$ cat src/rtl/mcp_seq_pkg.sv
// Package: mcp_seq_pkg
// Purpose : Shared types and constants for the multicycle-path launch/capture
//           sequencer (mcp_launch_capture_seq) and its hold counter.
// Contents:
//   mcp_state_t  sequencer state encoding
//   STATS_W      width of the optional statistics counters
//   satInc       saturating increment used by the statistics counters
package mcp_seq_pkg;

    typedef enum logic [2:0] {
        IDLE,
        LAUNCH,
        HOLD,
        CAPTURE,
        RESP
    } mcp_state_t;

    localparam int STATS_W = 16;

    // Counters stick at all-ones instead of wrapping to zero.
    function automatic logic [STATS_W-1:0] satInc(input logic [STATS_W-1:0] v);
        return (&v) ? v : v + STATS_W'(1);
    endfunction

endpackage

$ cat src/rtl/mcp_hold_counter.sv
// Module : mcp_hold_counter
// Purpose: Down-counter that measures the launch-to-capture distance of the
//          sequencer. It is loaded on accept (or cleared on abort) and
//          decremented once per HOLD cycle; 'last' tells the FSM that the
//          current HOLD cycle is the final one.
// Ports  :
//   clk1   in   1      clock, all state on posedge
//   rst_n  in   1      asynchronous active-low reset
//   load   in   1      load 'value' at the next edge (wins over dec)
//   value  in   CNT_W  value to load
//   dec    in   1      decrement at the next edge (stops at zero)
//   cnt    out  CNT_W  current count
//   last   out  1      cnt == 1
module mcp_hold_counter
    import mcp_seq_pkg::*;
#(
    parameter int CNT_W = 2
) (
    input  logic             clk1,
    input  logic             rst_n,
    input  logic             load,
    input  logic [CNT_W-1:0] value,
    input  logic             dec,
    output logic [CNT_W-1:0] cnt,
    output logic             last
);

    logic [CNT_W-1:0] r_cnt;

    // Decrement stops at zero so a stray dec can never wrap to all-ones.
    always_ff @(posedge clk1 or negedge rst_n) begin
        if (!rst_n) begin
            r_cnt <= '0;
        end else if (load) begin
            r_cnt <= value;
        end else if (dec && (r_cnt != '0)) begin
            r_cnt <= r_cnt - CNT_W'(1);
        end
    end

    assign cnt  = r_cnt;
    assign last = (r_cnt == CNT_W'(1));

endmodule

$ cat src/rtl/mcp_launch_capture_seq.sv
// Module : mcp_launch_capture_seq
// Purpose: Sequencer for a launch->capture register pair constrained as a
//          multicycle path. One request at a time is accepted, launch_en is
//          pulsed, exactly SETUP_CYCLES clock periods later capture_en is
//          pulsed, and the captured word is returned on a valid/ready response.
// Optional feature: define MCP_SEQ_STATS_EN to add the saturating statistics
//          outputs done_cnt and abort_cnt.
// Ports  :
//   clk1         in   1       clock
//   rst_n        in   1       asynchronous active-low reset
//   req_valid    in   1       request present
//   req_ready    out  1       sequencer can accept (IDLE only)
//   req_data     in   DATA_W  word to launch
//   abort        in   1       synchronous cancel, any state -> IDLE
//   launch_en    out  1       1-cycle load enable for the source register
//   launch_data  out  DATA_W  registered req_data, held until next accept
//   capture_en   out  1       1-cycle load enable for the destination register
//   cap_data     in   DATA_W  destination path output, sampled end of CAPTURE
//   rsp_valid    out  1       response held until consumed
//   rsp_ready    in   1       response sink ready
//   rsp_data     out  DATA_W  captured word
//   done_cnt     out  16      completed responses (MCP_SEQ_STATS_EN only)
//   abort_cnt    out  16      aborts taken outside IDLE (MCP_SEQ_STATS_EN only)
//   busy         out  1       high in any state except IDLE
module mcp_launch_capture_seq
    import mcp_seq_pkg::*;
#(
    parameter int  DATA_W       = 8,
    parameter int  SETUP_CYCLES = 2,
    localparam int CNT_W        = $clog2(SETUP_CYCLES + 1)
) (
    input  logic               clk1,
    input  logic               rst_n,
    input  logic               req_valid,
    output logic               req_ready,
    input  logic [DATA_W-1:0]  req_data,
    input  logic               abort,
    output logic               launch_en,
    output logic [DATA_W-1:0]  launch_data,
    output logic               capture_en,
    input  logic [DATA_W-1:0]  cap_data,
    output logic               rsp_valid,
    input  logic               rsp_ready,
    output logic [DATA_W-1:0]  rsp_data,
`ifdef MCP_SEQ_STATS_EN
    output logic [STATS_W-1:0] done_cnt,
    output logic [STATS_W-1:0] abort_cnt,
`endif
    output logic               busy
);

    // A zero-cycle multicycle path is meaningless; refuse to elaborate.
    generate
        if (SETUP_CYCLES < 1) begin : g_badSetup
            $error("mcp_launch_capture_seq: SETUP_CYCLES must be >= 1");
        end
    endgenerate

    mcp_state_t        r_state;
    mcp_state_t        w_nextState;
    logic [DATA_W-1:0] r_launchData;
    logic [DATA_W-1:0] r_rspData;
    logic              w_accept;
    logic              w_cntLoad;
    logic [CNT_W-1:0]  w_cntValue;
    logic              w_cntDec;
    logic [CNT_W-1:0]  w_cnt;
    logic              w_cntLast;

    // Abort blocks an accept even when a request is waiting in IDLE.
    assign w_accept = (r_state == IDLE) && req_valid && !abort;

    // The counter is preset to SETUP_CYCLES-1 on accept so that HOLD lasts
    // exactly SETUP_CYCLES-1 cycles; an abort clears it.
    assign w_cntLoad  = w_accept || abort;
    assign w_cntValue = abort ? '0 : CNT_W'(SETUP_CYCLES - 1);
    assign w_cntDec   = (r_state == HOLD);

    mcp_hold_counter #(
        .CNT_W (CNT_W)
    ) u_holdCounter (
        .clk1  (clk1),
        .rst_n (rst_n),
        .load  (w_cntLoad),
        .value (w_cntValue),
        .dec   (w_cntDec),
        .cnt   (w_cnt),
        .last  (w_cntLast)
    );

    always_ff @(posedge clk1 or negedge rst_n) begin
        if (!rst_n) begin
            r_state <= IDLE;
        end else begin
            r_state <= w_nextState;
        end
    end

    // Next state and Moore outputs. Abort overrides every transition, but the
    // capture_en of a CAPTURE cycle is still emitted since it is decoded from
    // the current state only. In HOLD a zero count is treated like the last
    // cycle so the FSM can never stall there.
    always_comb begin
        w_nextState = r_state;
        req_ready   = 1'b0;
        launch_en   = 1'b0;
        capture_en  = 1'b0;
        rsp_valid   = 1'b0;
        busy        = 1'b1;
        case (r_state)
            IDLE: begin
                req_ready = 1'b1;
                busy      = 1'b0;
                if (req_valid) begin
                    w_nextState = LAUNCH;
                end
            end
            LAUNCH: begin
                launch_en   = 1'b1;
                w_nextState = (SETUP_CYCLES == 1) ? CAPTURE : HOLD;
            end
            HOLD: begin
                if (w_cntLast || (w_cnt == '0)) begin
                    w_nextState = CAPTURE;
                end
            end
            CAPTURE: begin
                capture_en  = 1'b1;
                w_nextState = RESP;
            end
            RESP: begin
                rsp_valid = 1'b1;
                if (rsp_ready) begin
                    w_nextState = IDLE;
                end
            end
            default: begin
                w_nextState = IDLE;
            end
        endcase
        if (abort) begin
            w_nextState = IDLE;
        end
    end

    // The response word is only taken when the capture actually completes;
    // an aborted capture leaves the previous response word in place.
    always_ff @(posedge clk1 or negedge rst_n) begin
        if (!rst_n) begin
            r_launchData <= '0;
            r_rspData    <= '0;
        end else begin
            if (w_accept) begin
                r_launchData <= req_data;
            end
            if ((r_state == CAPTURE) && !abort) begin
                r_rspData <= cap_data;
            end
        end
    end

    assign launch_data = r_launchData;
    assign rsp_data    = r_rspData;

`ifdef MCP_SEQ_STATS_EN
    logic [STATS_W-1:0] r_doneCnt;
    logic [STATS_W-1:0] r_abortCnt;
    logic               w_rspFire;
    logic               w_abortTaken;

    // A handshake that coincides with abort is counted as an abort only.
    assign w_rspFire    = (r_state == RESP) && rsp_ready && !abort;
    assign w_abortTaken = abort && (r_state != IDLE);

    always_ff @(posedge clk1 or negedge rst_n) begin
        if (!rst_n) begin
            r_doneCnt  <= '0;
            r_abortCnt <= '0;
        end else begin
            if (w_rspFire) begin
                r_doneCnt <= satInc(r_doneCnt);
            end
            if (w_abortTaken) begin
                r_abortCnt <= satInc(r_abortCnt);
            end
        end
    end

    assign done_cnt  = r_doneCnt;
    assign abort_cnt = r_abortCnt;
`endif

endmodule

$ cat config.mk
export PLATFORM = sky130hd
export DESIGN_NAME = mcp_launch_capture_seq
export DESIGN_NICKNAME = d
export VERILOG_FILES = /design/src/rtl/mcp_seq_pkg.sv /design/src/rtl/mcp_hold_counter.sv /design/src/rtl/mcp_launch_capture_seq.sv
export SDC_FILE = /design/constraint.sdc
export NUM_CORES = 1
export LEC_CHECK = 0
export ABC_AREA = 1
export CORE_ASPECT_RATIO = 1.2
export CORE_MARGIN = 4
export CORE_UTILIZATION = 42
export DETAILED_ROUTE_END_ITERATION = 6
export PLACE_DENSITY = 0.79
export SLEW_MARGIN = 5
export SYNTH_ARGS = -nofsm -noshare
export SYNTH_HDL_FRONTEND = slang
export SYNTH_SLANG_ARGS = --single-unit
$ cat constraint.sdc
create_clock -name clk1 -period 1.5 [get_ports clk1]
set_clock_uncertainty 0.2 [all_clocks]
set_input_delay 0.3 -clock clk1 [delete_from_list [all_inputs] [get_ports clk1]]
set_output_delay 0.3 -clock clk1 [all_outputs]
set_load 0.05 [all_outputs]
==> results.yml <==
clocking:
  clock_tree.root_cell: "clkbuf_4"
  cts_buffers: 3
  cts_tree: "yes"
  clockBufferDepth: 2
  clkSinkCount: 21
  clock_latency_ps: 310
  clk_pin_slew_ps: 130
  htree_levels: 1
power:
  total_power_w: 0.003084
  cellPowerDensity_mw_per_mm2: 1666
  clockPowerShare: 0.092
  power_frac_comb: 0.602
  seq_power_share: 0.306
  ir_worst_vdd_mv: 1.636
  p_int_w: 0.001714
  power.switching_w: 0.001370
  sw_frac_of_total: 0.4443
  leakage_nw: 0.9199
timing:
  finalHoldViolCount: 0
  finalCritPeriodShare: 1.143
  rsz0062_at_grt: "true"
  finalWorstSetupSlack_ps: -214.4
  post-route-min-period_ps: 1714
  final_max_slew_viol_count: 0
  finalSetupViolations: 5
  slew_headroom: 0.8065
  worstMarginPinSlew_ps: 289.3
  fmax_mhz: 583.3
min_path:
  hp-class: "in -> async"
yosys:
  syn_inst: 116
  synth_xor_area_frac: 0
  yosysSeqAreaShare: 0.5172
  synthMuxAreaShare: 0
  synth_top_family_by_area: "simple AND/OR/NAND/NOR gates"
  syn-num-nets: 139
  synthAdderAreaFrac: 0.02463
  yosys_warnings: 0
  synth_compound_area_frac: 0.01232
  syn_area_sq_mm: 0.001016
  synthDistinctLibCells: 18
  ys_ff_latch: 21
  synthSimpleGateAreaFrac: 0.4015
  avgSynthCellArea_sq_um: 8.758
floorplanning:
  initial_utilization: 0.4406
  die_w_um: 52.90
  placementRows: 19
  ios: 42
  fp.dieArea_sq_mm: 0.003273
  die_h_um: 61.88
  core_area_sq_mm: 0.002306
flow_run:
  maxCapViolCount: 0
route:
  initialDrtViolationCount: 25
  highest_layer: "met4"
  wire_per_inst_um: 13.62
  drc: 0
  drt-total-wl_um: 2778
  via_per_inst: 4.858
  wl_met3_um: 251
  wl_met2_um: 1520
  met1_length_um: 967
  vias: 991
  ant_nets: 0
  dr.pass1.iters: 4
layout:
  layout-drive-gt1-share: 0.3295
  nets: 197
  design_area_sq_mm: 0.001851
  syn2layout_area_growth_pct: 82.14
  antenna_cells: 0
setup_path:
  arrival_ps: 1210
  cp_max_fo: 3
  cp_data_required_time_ps: 1000
  critPathKind: "reg -> out"
  critPathLaunchType: "register"
  crit_family: "flip-flops"
  cpPeakStageDelay_ps: 470
  crit_chain: "inv_4 -> nand2_4 -> nor2_4 -> buf_12"
  worst_setup_path_end_kind: "primary output"
  cp.buffers_inverters: 2
  slowest_stage: "dfrtp_2"
place:
  dp_slack_ps: -112.3
  dpl_cell_area_sq_mm: 0.001765
  io_buffers: 41
  dp_hpwl_um: 2170
  gp_congestion: 0.8931
run_status:
  violations: "negative setup slack"
  status: "complete, but fails checks"
global_route:
  grt_max_degree: 22
  grt_pass1_vias: 1039
  grt_usage: 0.1950
  grt_overflow: 0
  grt_pass1_wl_um: 4560
  antenna_found_initial: 0
[repair_timing]
action | in CTS | in global routing
pin swaps | 3 | 2
cloned | 0 | 1
hold buffers | 0 | 0
endpoints found under the setup margin | 5 | 21
setup buffers | 3 | 1
resized for setup | 3 | 4
[per-layer routing]
layer / vias up / track usage
met4: 0 / 0.09489
met5: - / 0
met3: 4 / 0.07160
met1: 469 / 0.2096
met2: 34 / 0.3387
li1: 484 / -
[cell usage after synthesis]
cell | n | area share
nand2_1 | 49 | 0.18
buf_2 | 2 | 0.0099
nor2_4 | 1 | 0.011
ha_1 | 2 | 0.025
dfrtp_1 | 21 | 0.52
a21oi_1 | 1 | 0.0049
inv_2 | 3 | 0.011
nand3_1 | 13 | 0.064
nor2_8 | 2 | 0.039
clkinv_2 | 1 | 0.0049
nand4_1 | 2 | 0.012
nand2_4 | 2 | 0.022
nand3_4 | 2 | 0.034
o21a_1 | 1 | 0.0074
nor3_1 | 1 | 0.0049
nor2_1 | 7 | 0.026
inv_1 | 5 | 0.018
nand2_2 | 1 | 0.0062
[metrics by stage]
stage	hold slack (ps)	cells	setup TNS, ps	utilization
global route	120.3	204	-1348	0.8025
global placement	312.5	195	-501.7	0.7656
CTS	116.3	202	-1175	0.7906
finish	102.3	204	-982.6	0.8025
detailed placement	326.0	195	-1016	0.7656
floorplan	-195.6	116	-9.228	-
[cells by family (layout without fill, tap and decap cells)]
| kind of cell | after synthesis | after routing |
|---|---|---|
| AOI/OAI and AO/OA | 2 | 2 |
| DFF | 21 | 21 |
| adders and majority gates | 2 | 2 |
| buffers and inverters | 11 | 67 |
| and+or+nand+nor | 80 | 81 |
[power groups by stage]
stage / Clock (W) / Sequential (W) / Combinational, W
after floorplan: 0 / 0.00141 / 0.000346
after global placement: 0 / 0.000937 / 0.00181
after detailed placement: 0 / 0.000951 / 0.00184
after CTS: 0.000287 / 0.000943 / 0.00186
after global routing: 0.000319 / 0.000963 / 0.00194
final: 0.000283 / 0.000944 / 0.00186
[registers in the layout (all words and copies together) (netlist names)]
| name | cells |
|---|---|
| rsp_data | 8 |
| r_state | 3 |
| launch_data | 8 |
| u_holdCounter.cnt | 2 |
[path summary, 6_finish.rpt]
path,startpoint,endpoint,slack [ps],cells after the start
worst max-delay path,r_state[2],launch_en,-210,4
worst min-delay path,rst_n,launch_data[1],100,2
worst max register to register,r_state[2],rsp_data[2],60,7
worst min register to register,u_holdCounter.cnt[1],u_holdCounter.cnt[1],340,2
max in group asynchronous,rst_n,r_state[1],740,2
min in group clk1,req_data[6],launch_data[6],300,3
[cell type report]
| cell class | count | area (sq um) |
|---|---|---|
| fillers | 145 | 455.4 |
| flip-flops and latches | 21 | 529.3 |
| multi-input cells | 85 | 481.7 |
| inverters | 9 | 51.30 |
| well taps | 31 | 38.79 |
| clock buffers | 3 | 22.52 |
| clock inverters | 1 | 5.005 |
| repair buffers | 54 | 721.9 |
[cell usage in the layout (no fill, tap or decap), drive strengths merged]
cell type and count:
clkdlybuf4s50 20, a21oi 1, clkinv 2, inv 8, ha 2, o21a 1
buf 34, nand2 52, nand4 2, dfrtp 21, nor2 10, nand3 16
clkbuf 3, nor3 1
[worst reg2reg max path, cell delays in order, from the launching register on]
cell     delay [ps]
dfrtp_2         470
inv_4           100
nand2_4          80
nor2_8          110
buf_4           140
buf_4           140
nand3_1          90
nand2_1          70
Note: power is estimated with default switching activity, not from simulation.
